`config.mk`:
```
export PLATFORM = sky130hd
export DESIGN_NAME = rcpu_mem_arbiter_flat
export DESIGN_NICKNAME = d
export VERILOG_FILES = /design/src/rtl/rcpu_mem_arbiter_pkg.sv /design/src/rtl/rcpu_mem_arbiter_if.sv /design/src/rtl/rcpu_arb_mux.sv /design/src/rtl/rcpu_mem_arbiter.sv /design/src/flat_wrapper.sv
export SDC_FILE = /design/constraint.sdc
export NUM_CORES = 1
export LEC_CHECK = 0
export CORE_MARGIN = 2
export CORE_UTILIZATION = 23
export CTS_CLUSTER_DIAMETER = 150
export DETAILED_ROUTE_END_ITERATION = 16
export PLACE_DENSITY = 0.81
export SKIP_LAST_GASP = 1
export SLEW_MARGIN = 10
export SYNTH_ARGS = -nofsm -noshare
export SYNTH_HDL_FRONTEND = slang
export SYNTH_SLANG_ARGS = --single-unit
```
`constraint.sdc`:
```
create_clock -name clk_i -period 4.2 [get_ports clk_i]
set_clock_uncertainty 0.2 [all_clocks]
set_input_delay 1.05 -clock clk_i [delete_from_list [all_inputs] [get_ports clk_i]]
set_output_delay 1.05 -clock clk_i [all_outputs]
set_load 0.02 [all_outputs]
```
`src/rtl/rcpu_mem_arbiter_pkg.sv`:
```
// Shared encodings for the rcpu external memory arbiter: FSM states,
// grant selectors, debug owner codes and master indices.
package rcpu_mem_arbiter_pkg;

  typedef enum logic [1:0] {
    ARB_IDLE     = 2'b00,
    ARB_LOCK_CPU = 2'b01,
    ARB_LOCK_AUX = 2'b10
  } arb_state_e;

  typedef enum logic [1:0] {
    GNT_NONE = 2'b00,
    GNT_CPU  = 2'b01,
    GNT_AUX  = 2'b10
  } grant_e;

  localparam logic [1:0] OWNER_NONE = 2'b00;
  localparam logic [1:0] OWNER_CPU  = 2'b01;
  localparam logic [1:0] OWNER_AUX  = 2'b10;

  localparam int MST_CPU = 0;
  localparam int MST_AUX = 1;

  function automatic logic [1:0] owner_of(input arb_state_e state);
    logic [1:0] code;
    case (state)
      ARB_LOCK_CPU: code = OWNER_CPU;
      ARB_LOCK_AUX: code = OWNER_AUX;
      default:      code = OWNER_NONE;
    endcase
    return code;
  endfunction

endpackage

```
`src/rtl/rcpu_mem_arbiter_if.sv`:
```
// One memory access port: the master drives address/data/enables and the
// slave returns read data plus a completion strobe.
interface rcpu_mem_arbiter_if #(
  parameter int N = 32,
  parameter int M = 16
);
  logic [N-1:0] addr;
  logic [M-1:0] wdata;
  logic         re;
  logic         we;
  logic [M-1:0] rdata;
  logic         ready;

  modport master (output addr, wdata, re, we, input rdata, ready);
  modport slave  (input addr, wdata, re, we, output rdata, ready);
endinterface

```
`src/rtl/rcpu_arb_mux.sv`:
```
// Combinational 2:1 bus select onto the memory port; an idle grant parks
// the bus at zero and a write always suppresses the read enable.
module rcpu_arb_mux
  import rcpu_mem_arbiter_pkg::*;
#(
  parameter int N = 32,
  parameter int M = 16
) (
  input  grant_e       grant_i,
  input  logic [N-1:0] cpu_addr_i,
  input  logic [M-1:0] cpu_wdata_i,
  input  logic         cpu_re_i,
  input  logic         cpu_we_i,
  input  logic [N-1:0] aux_addr_i,
  input  logic [M-1:0] aux_wdata_i,
  input  logic         aux_re_i,
  input  logic         aux_we_i,
  output logic [N-1:0] mem_addr_o,
  output logic [M-1:0] mem_wdata_o,
  output logic         mem_re_o,
  output logic         mem_we_o
);

  always_comb begin
    mem_addr_o  = '0;
    mem_wdata_o = '0;
    mem_re_o    = 1'b0;
    mem_we_o    = 1'b0;
    case (grant_i)
      GNT_CPU: begin
        mem_addr_o  = cpu_addr_i;
        mem_wdata_o = cpu_wdata_i;
        mem_re_o    = cpu_re_i & ~cpu_we_i;
        mem_we_o    = cpu_we_i;
      end
      GNT_AUX: begin
        mem_addr_o  = aux_addr_i;
        mem_wdata_o = aux_wdata_i;
        mem_re_o    = aux_re_i & ~aux_we_i;
        mem_we_o    = aux_we_i;
      end
      default: begin
        mem_addr_o  = '0;
        mem_wdata_o = '0;
        mem_re_o    = 1'b0;
        mem_we_o    = 1'b0;
      end
    endcase
  end

endmodule

```
`src/rtl/rcpu_mem_arbiter.sv`:
```
// Shares one memory port between the rcpu core and an auxiliary master:
// CPU priority, grant held until completion, bounded aux starvation.
module rcpu_mem_arbiter
  import rcpu_mem_arbiter_pkg::*;
#(
  parameter int N            = 32,
  parameter int M            = 16,
  parameter int AUX_MAX_WAIT = 8,
  parameter int WAIT_W       = 4
) (
  input  logic                clk_i,
  input  logic                rst_i,
  rcpu_mem_arbiter_if.slave   cpu,
  rcpu_mem_arbiter_if.slave   aux,
  rcpu_mem_arbiter_if.master  mem,
  output logic [1:0]          owner_o
);

  localparam logic [WAIT_W-1:0] WAIT_LIMIT = WAIT_W'(AUX_MAX_WAIT);
  localparam logic [WAIT_W-1:0] WAIT_SAT   = {WAIT_W{1'b1}};
  localparam logic [WAIT_W-1:0] WAIT_ONE   = WAIT_W'(1);

  arb_state_e        state_q, state_d;
  grant_e            grant_s;
  logic [1:0]        req_s;
  logic              cpu_ready_s, aux_ready_s;
  logic [WAIT_W-1:0] wait_q, wait_d;
  logic [1:0]        owner_q, owner_d;

  assign req_s[MST_CPU] = cpu.re | cpu.we;
  assign req_s[MST_AUX] = aux.re | aux.we;

  always_ff @(posedge clk_i) begin
    if (rst_i) begin
      state_q <= ARB_IDLE;
      wait_q  <= '0;
      owner_q <= OWNER_NONE;
    end else begin
      state_q <= state_d;
      wait_q  <= wait_d;
      owner_q <= owner_d;
    end
  end

  // A lock ends on completion or when its master withdraws the request.
  always_comb begin
    state_d = state_q;
    case (state_q)
      ARB_IDLE: begin
        if (grant_s == GNT_CPU && !mem.ready) begin
          state_d = ARB_LOCK_CPU;
        end else if (grant_s == GNT_AUX && !mem.ready) begin
          state_d = ARB_LOCK_AUX;
        end else begin
          state_d = ARB_IDLE;
        end
      end
      ARB_LOCK_CPU: begin
        if (!req_s[MST_CPU] || mem.ready) begin
          state_d = ARB_IDLE;
        end else begin
          state_d = ARB_LOCK_CPU;
        end
      end
      ARB_LOCK_AUX: begin
        if (!req_s[MST_AUX] || mem.ready) begin
          state_d = ARB_IDLE;
        end else begin
          state_d = ARB_LOCK_AUX;
        end
      end
      default: state_d = ARB_IDLE;
    endcase
    owner_d = owner_of(state_d);
  end

  // Idle-state selection is combinational so a grant costs no extra cycle.
  always_comb begin
    grant_s = GNT_NONE;
    if (rst_i) begin
      grant_s = GNT_NONE;
    end else begin
      case (state_q)
        ARB_IDLE: begin
          if (req_s[MST_AUX] && (!req_s[MST_CPU] || wait_q >= WAIT_LIMIT)) begin
            grant_s = GNT_AUX;
          end else if (req_s[MST_CPU]) begin
            grant_s = GNT_CPU;
          end else begin
            grant_s = GNT_NONE;
          end
        end
        ARB_LOCK_CPU: grant_s = req_s[MST_CPU] ? GNT_CPU : GNT_NONE;
        ARB_LOCK_AUX: grant_s = req_s[MST_AUX] ? GNT_AUX : GNT_NONE;
        default:      grant_s = GNT_NONE;
      endcase
    end
    // An idle master reads ready high so rcpu never stalls without memRE.
    cpu_ready_s = !rst_i && (!req_s[MST_CPU] || (grant_s == GNT_CPU && mem.ready));
    aux_ready_s = !rst_i && (!req_s[MST_AUX] || (grant_s == GNT_AUX && mem.ready));
  end

  always_comb begin
    wait_d = '0;
    if (req_s[MST_AUX] && !aux_ready_s) begin
      wait_d = (wait_q == WAIT_SAT) ? wait_q : wait_q + WAIT_ONE;
    end else begin
      wait_d = '0;
    end
  end

  rcpu_arb_mux #(.N(N), .M(M)) u_mux (
    .grant_i     (grant_s),
    .cpu_addr_i  (cpu.addr),
    .cpu_wdata_i (cpu.wdata),
    .cpu_re_i    (cpu.re),
    .cpu_we_i    (cpu.we),
    .aux_addr_i  (aux.addr),
    .aux_wdata_i (aux.wdata),
    .aux_re_i    (aux.re),
    .aux_we_i    (aux.we),
    .mem_addr_o  (mem.addr),
    .mem_wdata_o (mem.wdata),
    .mem_re_o    (mem.re),
    .mem_we_o    (mem.we)
  );

  assign cpu.rdata = mem.rdata;
  assign aux.rdata = mem.rdata;
  assign cpu.ready = cpu_ready_s;
  assign aux.ready = aux_ready_s;
  assign owner_o   = owner_q;

endmodule

```
`src/flat_wrapper.sv`:
```
// flat-port wrapper written by rule: the top's interface ports become plain ports
module rcpu_mem_arbiter_flat import rcpu_mem_arbiter_pkg::*;
#(
  parameter int N            = 32,
  parameter int M            = 16,
  parameter int AUX_MAX_WAIT = 8,
  parameter int WAIT_W       = 4
)
  (clk_i, rst_i, owner_o, cpu_addr, cpu_wdata, cpu_re, cpu_we, cpu_rdata, cpu_ready, aux_addr, aux_wdata, aux_re, aux_we, aux_rdata, aux_ready, mem_addr, mem_wdata, mem_re, mem_we, mem_rdata, mem_ready);
  rcpu_mem_arbiter_if #(.N(N), .M(M)) cpu_i ();
  rcpu_mem_arbiter_if #(.N(N), .M(M)) aux_i ();
  rcpu_mem_arbiter_if #(.N(N), .M(M)) mem_i ();
  input  logic clk_i;
  input  logic rst_i;
  output logic [1:0] owner_o;
  input wire logic [$bits(cpu_i.addr)-1:0] cpu_addr;
  input wire logic [$bits(cpu_i.wdata)-1:0] cpu_wdata;
  input wire logic [$bits(cpu_i.re)-1:0] cpu_re;
  input wire logic [$bits(cpu_i.we)-1:0] cpu_we;
  output wire logic [$bits(cpu_i.rdata)-1:0] cpu_rdata;
  output wire logic [$bits(cpu_i.ready)-1:0] cpu_ready;
  input wire logic [$bits(aux_i.addr)-1:0] aux_addr;
  input wire logic [$bits(aux_i.wdata)-1:0] aux_wdata;
  input wire logic [$bits(aux_i.re)-1:0] aux_re;
  input wire logic [$bits(aux_i.we)-1:0] aux_we;
  output wire logic [$bits(aux_i.rdata)-1:0] aux_rdata;
  output wire logic [$bits(aux_i.ready)-1:0] aux_ready;
  output wire logic [$bits(mem_i.addr)-1:0] mem_addr;
  output wire logic [$bits(mem_i.wdata)-1:0] mem_wdata;
  output wire logic [$bits(mem_i.re)-1:0] mem_re;
  output wire logic [$bits(mem_i.we)-1:0] mem_we;
  input wire logic [$bits(mem_i.rdata)-1:0] mem_rdata;
  input wire logic [$bits(mem_i.ready)-1:0] mem_ready;
  assign cpu_i.addr = cpu_addr;
  assign cpu_i.wdata = cpu_wdata;
  assign cpu_i.re = cpu_re;
  assign cpu_i.we = cpu_we;
  assign cpu_rdata = cpu_i.rdata;
  assign cpu_ready = cpu_i.ready;
  assign aux_i.addr = aux_addr;
  assign aux_i.wdata = aux_wdata;
  assign aux_i.re = aux_re;
  assign aux_i.we = aux_we;
  assign aux_rdata = aux_i.rdata;
  assign aux_ready = aux_i.ready;
  assign mem_addr = mem_i.addr;
  assign mem_wdata = mem_i.wdata;
  assign mem_re = mem_i.re;
  assign mem_we = mem_i.we;
  assign mem_i.rdata = mem_rdata;
  assign mem_i.ready = mem_ready;
  rcpu_mem_arbiter #(.N(N), .M(M), .AUX_MAX_WAIT(AUX_MAX_WAIT), .WAIT_W(WAIT_W)) u_core (.clk_i(clk_i), .rst_i(rst_i), .cpu(cpu_i), .aux(aux_i), .mem(mem_i), .owner_o(owner_o));
endmodule
```
==> out/results.ini, run 1 <==
[setup_path]
r2r-start = u_core.state_q[0]
r2r_end = u_core.wait_q[3]
setup.worst_path.end_class = primary output
worstPathArrival_ns = 2.86
crit_required_ns = 2.95
cp_cell_sequence = clkdlybuf4s15_1, o21ba_4, a2111o_1, ha_2, buf_6, bufbuf_16, a22oi_2, nor2_1, buf_4
r2r_slack_ns = 1.81
critical_path_class = input port to primary output
cp-start-kind = input port
critPathSlowestCell = a2111o_1
cpPeakStageDelay_ns = 0.43
rr_worst_depth = 7
critPathMaxFanout = 11

[placement]
port_buffers = 156
dp_slack_ns = -0.487
dp_hpwl_mm = 4.52
dp_cells = 392
place_congestion = 0.786

[global_route]
grtUsageTotal_pct = 19.1
grt_pass1_wl_mm = 9.75
antenna_found_initial = 0
grt_pass1_vias = 1977
grt_overflow = 0
grt_max_degree = 30

[sta]
drv_slew = 0
finalSetupViolCount = 0
tightest_slew_ns = 0.270
hold_viol = 0
timing.slew.headroom_pct = 82.0
rsz0062_at_grt = no
worst_slack_ns = 0.0936
period_minus_slack_ns = 4.11
period_share_pct = 97.8
max_freq_mhz = 244

[die]
rows = 27
die_w_um = 79.7
start_util_pct = 23.9
io_pins = 205
dieArea_um2 = 6340
dieHeight_um = 79.7
core_region_area_um2 = 5510

[job]
drv_cap = 0

[run_status]
status = complete, no violations

[synth]
synth_cell_types = 24
syn-instance-count = 200
syn_area_um2 = 1320
syn_nets = 323
yosysWarnings = 0
ys_ff_latch = 8
syn_avg_cell_area_um2 = 6.58
yosysSeqAreaShare_pct = 12.2

[cells_and_area]
antennaDiodeCount = 0
nNetsFinal = 452
fin_cells = 399
drive_gt1_share_pct = 29.7
nFillCells = 543
area_delta_synth_final_pct = 117

[clock_tree]
cts.sinks = 8
root_buffer = clkbuf_8
clockBufferDepth = 2
cts_tree = yes
clock_latency_ns = 0.23
ctsHoldBuffers = 0
cts_made_buffers = 3
cts.clk_slew.worst_paths_ns = 0.04
htreeDepth = 1

[power]
power_mw = 0.471
p_leak_nw = 1.21
ir_drop_mv = 0.158
power_density_nw_per_um2 = 165

[route]
drt-initial-drc-count = 49
vias = 1960
first_pass_iters = 4
routedWlPerCell_um = 15.8
postRouteAntennaNets = 0
drc = 0
routed_wl_mm = 6.32
via_per_inst = 4.91

[worst_hold_path]
holdPathStages = 2
worstHoldStart = u_core.wait_q[2]
min_path_type = flop to flop
holdPathEnd = u_core.wait_q[2]

-- routing by layer --
layer	global-route usage, %	up-vias	share of wire, %
met3	4.75	25	8.0
li1	-	944	-
met2	35.8	92	52
met1	20.4	899	36
met5	0	-	0
met4	6.72	0	3.3
-- cells by family (layout without fill, tap and decap cells) --
logic type | after synthesis | in the layout | synth area share [%]
xor gates and xnor gates | 1 | 1 | 0.666
buffers and inverters | 54 | 181 | 25.5
adders and majority gates | 4 | 4 | 3.80
AOI/OAI and AO/OA | 58 | 58 | 32.6
DFF | 8 | 8 | 12.2
and+or+nand+nor | 74 | 74 | 24.5
muxes | 1 | 1 | 0.760
-- layout make-up --
| cell class | instances | area (µm²) | area share [%] |
|---|---|---|---|
| flip-flops and latches | 8 | 160 | 5.61 |
| clock buffers | 3 | 41.3 | 1.45 |
| well taps | 72 | 90.1 | 3.16 |
| multi-input cells | 138 | 937 | 32.8 |
| repair buffers | 175 | 1620 | 56.6 |
| inverters | 3 | 11.3 | 0.394 |
-- how the worst max path moves through the flow --
stage                 from           end  slack [ns]  depth (start not counted)
CTS                  rst_i  mem_addr[30]        0.03                          8
detailed placement  aux_re  mem_addr[23]       -0.49                          9
global route        aux_we  mem_addr[24]       0.009                          9
finish              aux_we  mem_addr[24]        0.09                          9
global placement    aux_re  mem_addr[16]       -0.46                          9
floorplan           aux_re        mem_re        0.34                          6
-- critical path, delay by kind of cell --
family / cells / cell delay [ns]
buffers and inverters: 4 / 0.74
and+or+nand+nor: 1 / 0.07
AOI/OAI and AO/OA: 3 / 0.80
adders and majority gates: 1 / 0.20
-- state kept, by name, summed over array words and instances (netlist names) --
register	flops
u_core.state_q	2
u_core.owner_o	2
u_core.wait_q	4
-- synth_stat cells --
library cell,count,area share [%]
xnor2_1,1,0.67
buf_4,32,18
nor3b_1,2,1.1
nor4b_1,2,1.3
inv_1,3,0.86
nor3_1,3,1.1
ha_1,4,3.8
a21oi_1,5,1.9
nand2_1,1,0.28
mux2i_1,1,0.76
o21ba_1,1,0.76
nand3_1,2,0.76
nor2_2,1,0.48
a31oi_1,1,0.48
a211o_1,1,0.67
or4_1,1,0.57
a22oi_1,49,28
nor2_1,57,16
buf_2,10,3.8
nand3b_1,2,1.1
dfxtp_1,8,12
nor4_1,3,1.4
a2111o_1,1,0.86
clkbuf_1,9,2.6
-- metrics by stage --
stage	util (%)	cell area (µm²)	hold slack, ns	setup TNS, ns
final	51.9	2860	0.341	0
after global routing	51.9	2860	0.393	0
after CTS	51.7	2850	0.339	0
after detailed placement	51.5	2840	0.331	-23.24
after global placement	51.5	2840	0.320	-21.26
after floorplan	-	1320	0.288	0
-- cells in the final DEF (no fill, tap or decap), types with 2 or more instances in the layout --
master,netlist,final
nand3b_1,2,2
a22oi_2,0,15
nor3b_1,2,2
inv_1,3,3
buf_12,0,6
clkdlybuf4s50_1,0,99
a21oi_1,5,5
clkbuf_8,0,3
a22oi_1,49,34
buf_2,10,31
nand3_1,2,2
nor4_1,3,2
nor3_1,3,2
ha_1,4,2
nor4b_1,2,2
dfxtp_1,8,8
buf_4,32,31
nor2_1,57,57
dlygate4sd2_1,0,2
-- report_power, final --
part / leakage [nW] / total [mW] / internal [mW] / switching (mW)
combinational: 1.13 / 0.295 / 0.167 / 0.128
sequential: 0.0652 / 0.0833 / 0.0794 / 0.00390
clock: 0.0216 / 0.0927 / 0.0621 / 0.0306
total: 1.21 / 0.471 / 0.308 / 0.163
-- what timing repair did --
item                                    CTS  global route
cloned                                    2             0
resized for setup                       255             6
buffers inserted                          2             0
pin swaps                                 7             3
endpoints found under the setup margin   52            14
(Power assumes the default switching activity.)
==> inputs of run 2 (changes only) <==
--- a/config.mk
+++ b/config.mk
@@ -5,8 +5,10 @@
 export SDC_FILE = /design/constraint.sdc
 export NUM_CORES = 1
 export LEC_CHECK = 0
+export CELL_PAD_IN_SITES_DETAIL_PLACEMENT = 0
+export CELL_PAD_IN_SITES_GLOBAL_PLACEMENT = 1
 export CORE_MARGIN = 2
-export CORE_UTILIZATION = 23
+export CORE_UTILIZATION = 13
 export CTS_CLUSTER_DIAMETER = 150
 export DETAILED_ROUTE_END_ITERATION = 16
 export PLACE_DENSITY = 0.81
==> run 2 against run 1 <==
Net effect:
- power grew 3.0%
- hold slack lost 0.00085 ns
- flip-flop and latch count is the same
- cell count grew 16%
- via count shrank 1.5%
- first-iteration DRC count grew 55%
- register-to-register slack gained 0.03 ns
- utilization shrank 22 points
- global-route usage shrank 7.7 points
- count of clock-buffer cells in the layout is the same
- sequential share of layout area shrank 0.16 points
- largest cell class unchanged
- largest power group unchanged
- highest routed layer unchanged
==> out/results.ini, run 2 (same netlist as run 1, synthesis figures left out) <==
[setup_path]
cp-start-kind = input port
critPathSlowestCell = a2111o_1
rr_worst_depth = 9  ; +2
path_delay_family = buffers and inverters
worstPathArrival_ns = 2.85  ; about the same
crit_required_ns = 2.95  ; about the same
setup.worst_path.end_class = primary output
cp_cell_sequence = clkdlybuf4s15_1, o21ba_4, a2111o_1, inv_2, ha_4, buf_12, clkbuf_16, a22oi_1, nor2_1, buf_2
critPathMaxFanout = 9  ; -2
cpPeakStageDelay_ns = 0.47  ; +0.04 ns
critical_path_class = input port to primary output
path_depth = 10  ; +1
crit_buf_inv = 5  ; +1

[job]
drv_cap = 0  ; unchanged

[route]
via_per_inst = 4.17  ; -15%
postRouteAntennaNets = 0  ; unchanged
routedWlPerCell_um = 14.4  ; -9.1%
drt-initial-drc-count = 76  ; +55%
vias = 1930  ; -1.5%
routed_wl_mm = 6.66  ; +5.4%
first_pass_iters = 4  ; unchanged
drc = 0  ; unchanged

[clock_tree]
cts.sinks = 8  ; unchanged
clock_latency_ns = 0.23  ; about the same
htreeDepth = 1  ; unchanged
clockBufferDepth = 2  ; unchanged
cts.clk_slew.worst_paths_ns = 0.04  ; about the same
cts_made_buffers = 3  ; unchanged
cts_tree = yes
ctsHoldBuffers = 0  ; unchanged
root_buffer = clkbuf_8

[global_route]
grt_overflow = 0  ; unchanged
grt_pass1_wl_mm = 10.3  ; +5.8%
grtUsageTotal_pct = 11.4  ; -7.7 points
grt_pass1_vias = 1969  ; -0.40%
antenna_found_initial = 0  ; unchanged
grt_max_degree = 42  ; +40%

[sta]
drv_slew = 0  ; unchanged
hold_ws_ns = 0.340  ; -0.000852 ns
rsz0062_at_grt = no
worst_slack_ns = 0.0994  ; +0.00578 ns
period_minus_slack_ns = 4.10  ; -0.00578 ns
max_freq_mhz = 244  ; +0.14%
timing.slew.headroom_pct = 77.1  ; -4.9 points
tns_ns = 0  ; unchanged
period_share_pct = 97.6  ; -0.14 points
tightest_slew_ns = 0.341  ; +0.0711 ns
hold_viol = 0  ; unchanged
finalSetupViolCount = 0  ; unchanged

[die]
die_w_um = 105  ; +31%
rows = 36  ; +33%
core_region_area_um2 = 9820  ; +78%
start_util_pct = 13.4  ; -10 points
dieArea_um2 = 10900  ; +73%
io_pins = 205  ; unchanged
dieHeight_um = 105  ; +31%

[cells_and_area]
top_register = u_core.wait_q
layout_common_cells = 99 x clkdlybuf4s50_1, 56 x nor2_1, 46 x buf_2
nNetsFinal = 455  ; +0.66%
nFillCells = 1100  ; +100%
antennaDiodeCount = 0  ; unchanged
largest_reg_flops = 4  ; unchanged
area_delta_synth_final_pct = 123
final_common_cell = clkdlybuf4s50_1
drive_gt1_share_pct = 27.6  ; -2.1 points

[placement]
dp_hpwl_mm = 4.47  ; -1.0%
place_congestion = 0.788  ; +0.23%
port_buffers = 156  ; unchanged
dp_slack_ns = -0.506  ; -0.0183 ns

[power]
power_density_nw_per_um2 = 165  ; about the same
p_leak_nw = 1.24  ; +2.1%
ir_drop_mv = 0.169  ; +6.7%

[worst_hold_path]
holdPathStages = 1  ; -1
min_path_type = flop to flop

[run_status]
status = complete, no violations

run 2: cell type report:
cell class              count  area, µm²  area share [%]
repair buffers            178       1660            56.5
multi-input cells         138        898            30.6
well taps                 133        166            5.66
flip-flops and latches      8        160            5.45
clock buffers               3       41.3            1.40
inverters                   3       11.3           0.383
run 2: repair_timing:
action                                  4_1_cts  5_1_grt
setup buffers                                 3        0
endpoints found under the setup margin       52        6
gates resized for setup                     230       10
pin swaps                                     4        4
cloned                                        4        1
run 2: path summary, 6_finish.rpt:
path | slack (ns) | startpoint | endpoint
setup reg to reg | 1.84 | u_core.state_q[0] | u_core.owner_o[0]
hold / removal | 0.34 | u_core.state_q[1] | u_core.state_q[0]
hold reg to reg | 0.34 | u_core.state_q[1] | u_core.state_q[0]
setup / recovery | 0.1 | aux_re | mem_wdata[3]
run 2: routing by layer:
| layer | global-route usage [%] | wire length [µm] | vias to the layer above |
|---|---|---|---|
| met1 | 12.3 | 2480 | 859 |
| met5 | 0 | 0 | - |
| met2 | 21.5 | 3450 | 106 |
| met4 | 3.62 | 161 | 0 |
| li1 | - | - | 945 |
| met3 | 3.06 | 568 | 20 |
run 2: power breakdown:
part	total, mW	switching [mW]	internal, mW
registers	0.0830	0.00365	0.0794
clock network	0.0913	0.0293	0.0620
logic	0.310	0.132	0.179
run 2: through the flow:
stage	utilization (%)	power [mW]	cell area, µm²	std cells
3_3_place_gp	29.2	0.366	2870	452
6_report	29.9	0.485	2940	463
3_5_place_dp	29.2	0.369	2870	452
5_1_grt	29.9	0.515	2940	463
4_1_cts	29.4	0.484	2890	462
2_1_floorplan	-	0.235	1320	200
run 2: worst reg2reg max path, cell delays in order (launching register included):
cell and delay [ns]:
dfxtp_1 0.45, o21ba_4 0.20, a2111o_1 0.47, inv_2 0.10
ha_4 0.17, buf_12 0.11, buf_6 0.11, nor2_1 0.04
a21oi_1 0.14, nor4b_1 0.27
==> inputs of run 3 (changes only) <==
--- a/config.mk
+++ b/config.mk
@@ -7,7 +7,6 @@
 export LEC_CHECK = 0
 export CELL_PAD_IN_SITES_DETAIL_PLACEMENT = 0
 export CELL_PAD_IN_SITES_GLOBAL_PLACEMENT = 1
-export CORE_MARGIN = 2
 export CORE_UTILIZATION = 13
 export CTS_CLUSTER_DIAMETER = 150
 export DETAILED_ROUTE_END_ITERATION = 16
==> run 3 against run 2 <==
Net effect:
- sequential power is essentially flat
- utilization down 0.093 points
- flip-flop and latch count did not move
- count of clock-buffer cells in the layout unchanged
- cell area fell by 0.77%
- critical path type unchanged
- critical endpoint is now mem_addr[25]
==> out/results.ini, run 3 (same netlist as run 1, synthesis figures left out) <==
[placement]
dp_slack_ns = -0.514  ; -0.00816 ns
dp_cells = 453  ; +0.22%
dpl_cell_area_um2 = 2910  ; +1.6%
place_congestion = 0.780  ; -0.94%
dp_hpwl_mm = 4.53  ; +1.2%
port_buffers = 156  ; unchanged

[die]
io_pins = 205  ; unchanged
core_region_area_um2 = 9770  ; -0.46%
die_w_um = 103  ; -1.9%
rows = 36  ; unchanged
dieArea_um2 = 10500  ; -3.8%
dieHeight_um = 103  ; -1.9%
start_util_pct = 13.5  ; +0.062 points

[route]
wl_met3_um = 428  ; -25%
wl_met2_mm = 3.23  ; -6.4%
routed.top_layer = met4
first_pass_iters = 4  ; unchanged
drt-initial-drc-count = 43  ; -43%
routedWlPerCell_um = 13.3  ; -7.5%
postRouteAntennaNets = 0  ; unchanged
drt-met1-wl_mm = 2.38  ; -4.2%
drc = 0  ; unchanged
vias = 1932  ; +0.10%
via_per_inst = 4.21  ; +0.98%
routed_wl_mm = 6.11  ; -8.3%

[global_route]
grt_pass1_wl_mm = 8.60  ; -17%
grt_pass1_vias = 1796  ; -8.8%
grtUsageTotal_pct = 10.1  ; -1.3 points
antenna_found_initial = 0  ; unchanged
grt_overflow = 0  ; unchanged
grt_max_degree = 29  ; -31%

[power]
p_switching_mw = 0.161  ; -2.2%
combPwrFrac_pct = 62.3  ; -1.7 points
clkPwrFrac_pct = 19.9  ; +1.1 points
power_mw = 0.468  ; -3.4%
p_leak_nw = 1.17  ; -5.3%
p_seq_share_pct = 17.8  ; +0.7 points
power.share.switching_pct = 34.4  ; +0.42 points
power_density_nw_per_um2 = 160  ; -2.7%
power.internal_mw = 0.307  ; -4.1%
ir_drop_mv = 0.180  ; +6.7%

[setup_path]
critical_path_class = input port to primary output
critPathMaxFanout = 25  ; +16
crit_required_ns = 2.95  ; about the same
critPathSlowestCell = a2111o_1
worstPathArrival_ns = 2.88  ; +0.03 ns
crit_buf_inv = 4  ; -1
cp-start-kind = input port
setup.worst_path.end_class = primary output
cpPeakStageDelay_ns = 0.42  ; -0.05 ns
path_delay_family = buffers and inverters
cp_cell_sequence = dlygate4sd2_1, o21ba_1, a2111o_1, inv_1, ha_4, buf_12, a22oi_1, nor2_1, clkdlybuf4s15_2

[clock_tree]
cts_made_buffers = 3  ; unchanged
ctsHoldBuffers = 0  ; unchanged
clock_latency_ns = 0.23  ; about the same
cts_tree = yes
clockBufferDepth = 2  ; unchanged
root_buffer = clkbuf_8
htreeDepth = 1  ; unchanged
cts.clk_slew.worst_paths_ns = 0.04  ; about the same
cts.sinks = 8  ; unchanged

[worst_hold_path]
min_path_type = flop to flop

[sta]
finalSetupViolCount = 0  ; unchanged
max_freq_mhz = 242  ; -0.65%
tightest_slew_ns = 0.345  ; +0.00380 ns
worst_slack_ns = 0.0725  ; -0.0269 ns
timing.slew.headroom_pct = 76.8  ; -0.26 points
hold_viol = 0  ; unchanged
period_minus_slack_ns = 4.13  ; +0.0269 ns
drv_slew = 0  ; unchanged
rsz0062_at_grt = yes
period_share_pct = 98.3  ; +0.64 points
hold_ws_ns = 0.344  ; +0.00443 ns

[cells_and_area]
final_common_cell = clkdlybuf4s50_1
drive_gt1_share_pct = 25.8  ; -1.8 points
layout_common_cells = 99 x clkdlybuf4s50_1, 57 x nor2_1, 41 x a22oi_1
area_delta_synth_final_pct = 122
antennaDiodeCount = 0  ; unchanged
fin_area_um2 = 2920  ; -0.77%
largest_reg_flops = 4  ; unchanged
top_register = u_core.wait_q
fin_cells = 459  ; -0.86%
nNetsFinal = 451  ; -0.88%

[run_status]
status = complete, no violations

[job]
drv_cap = 0  ; unchanged

## run 3: final cells by class
class                      instances  area [µm²]
timing repair buffer             174        1640
sequential                         8         160
clock buffer                       3        41.3
inverter                           3        11.3
multi-input combinational        138         901
tap                              133         166
fill                            1071        6860
## run 3: worst reg2reg max path: cells and delay by family (launching register included)
kind	cells	cell delay, ns
AOI/OAI and AO/OA	3	0.76
buffers and inverters	3	0.38
and+or+nand+nor	2	0.30
adders and majority gates	1	0.19
DFF	1	0.45
## run 3: what timing repair did
item / CTS / global route
buffers inserted: 2 / 0
gates resized for setup: 199 / 15
endpoints found under the setup margin: 52 / 21
pin swaps: 4 / 0
cloned: 1 / 0
## run 3: path summary, 6_finish.rpt
| kind | to | from | slack (ns) | cells after the start |
|---|---|---|---|---|
| worst max-delay path | mem_addr[25] | aux_re | 0.07 | 9 |
| worst min-delay path | u_core.wait_q[2] | u_core.wait_q[2] | 0.34 | 2 |
| worst max register to register | u_core.state_q[0] | u_core.state_q[0] | 1.83 | 9 |
| worst min register to register | u_core.wait_q[2] | u_core.wait_q[2] | 0.34 | 2 |
## run 3: power groups by stage
stage	logic, mW	registers, mW	clock network, mW
global route	0.310	0.0836	0.0985
floorplan	0.151	0.0841	0
detailed placement	0.293	0.0842	0
finish	0.291	0.0831	0.0933
CTS	0.299	0.0830	0.0953
global placement	0.289	0.0841	0
## run 3: layer usage
metal / vias up / track usage [%]
li1: 935 / -
met1: 912 / 11.2
met2: 77 / 20.2
met3: 8 / 1.15
met4: 0 / 2.75
met5: - / 0
## run 3: metrics by stage
stage,utilization (%),TNS [ns]
2_1_floorplan,-,0
3_3_place_gp,29.8,-22.53
3_5_place_dp,29.8,-23.87
4_1_cts,30.8,0
5_1_grt,29.8,-0.0531
6_report,29.8,0
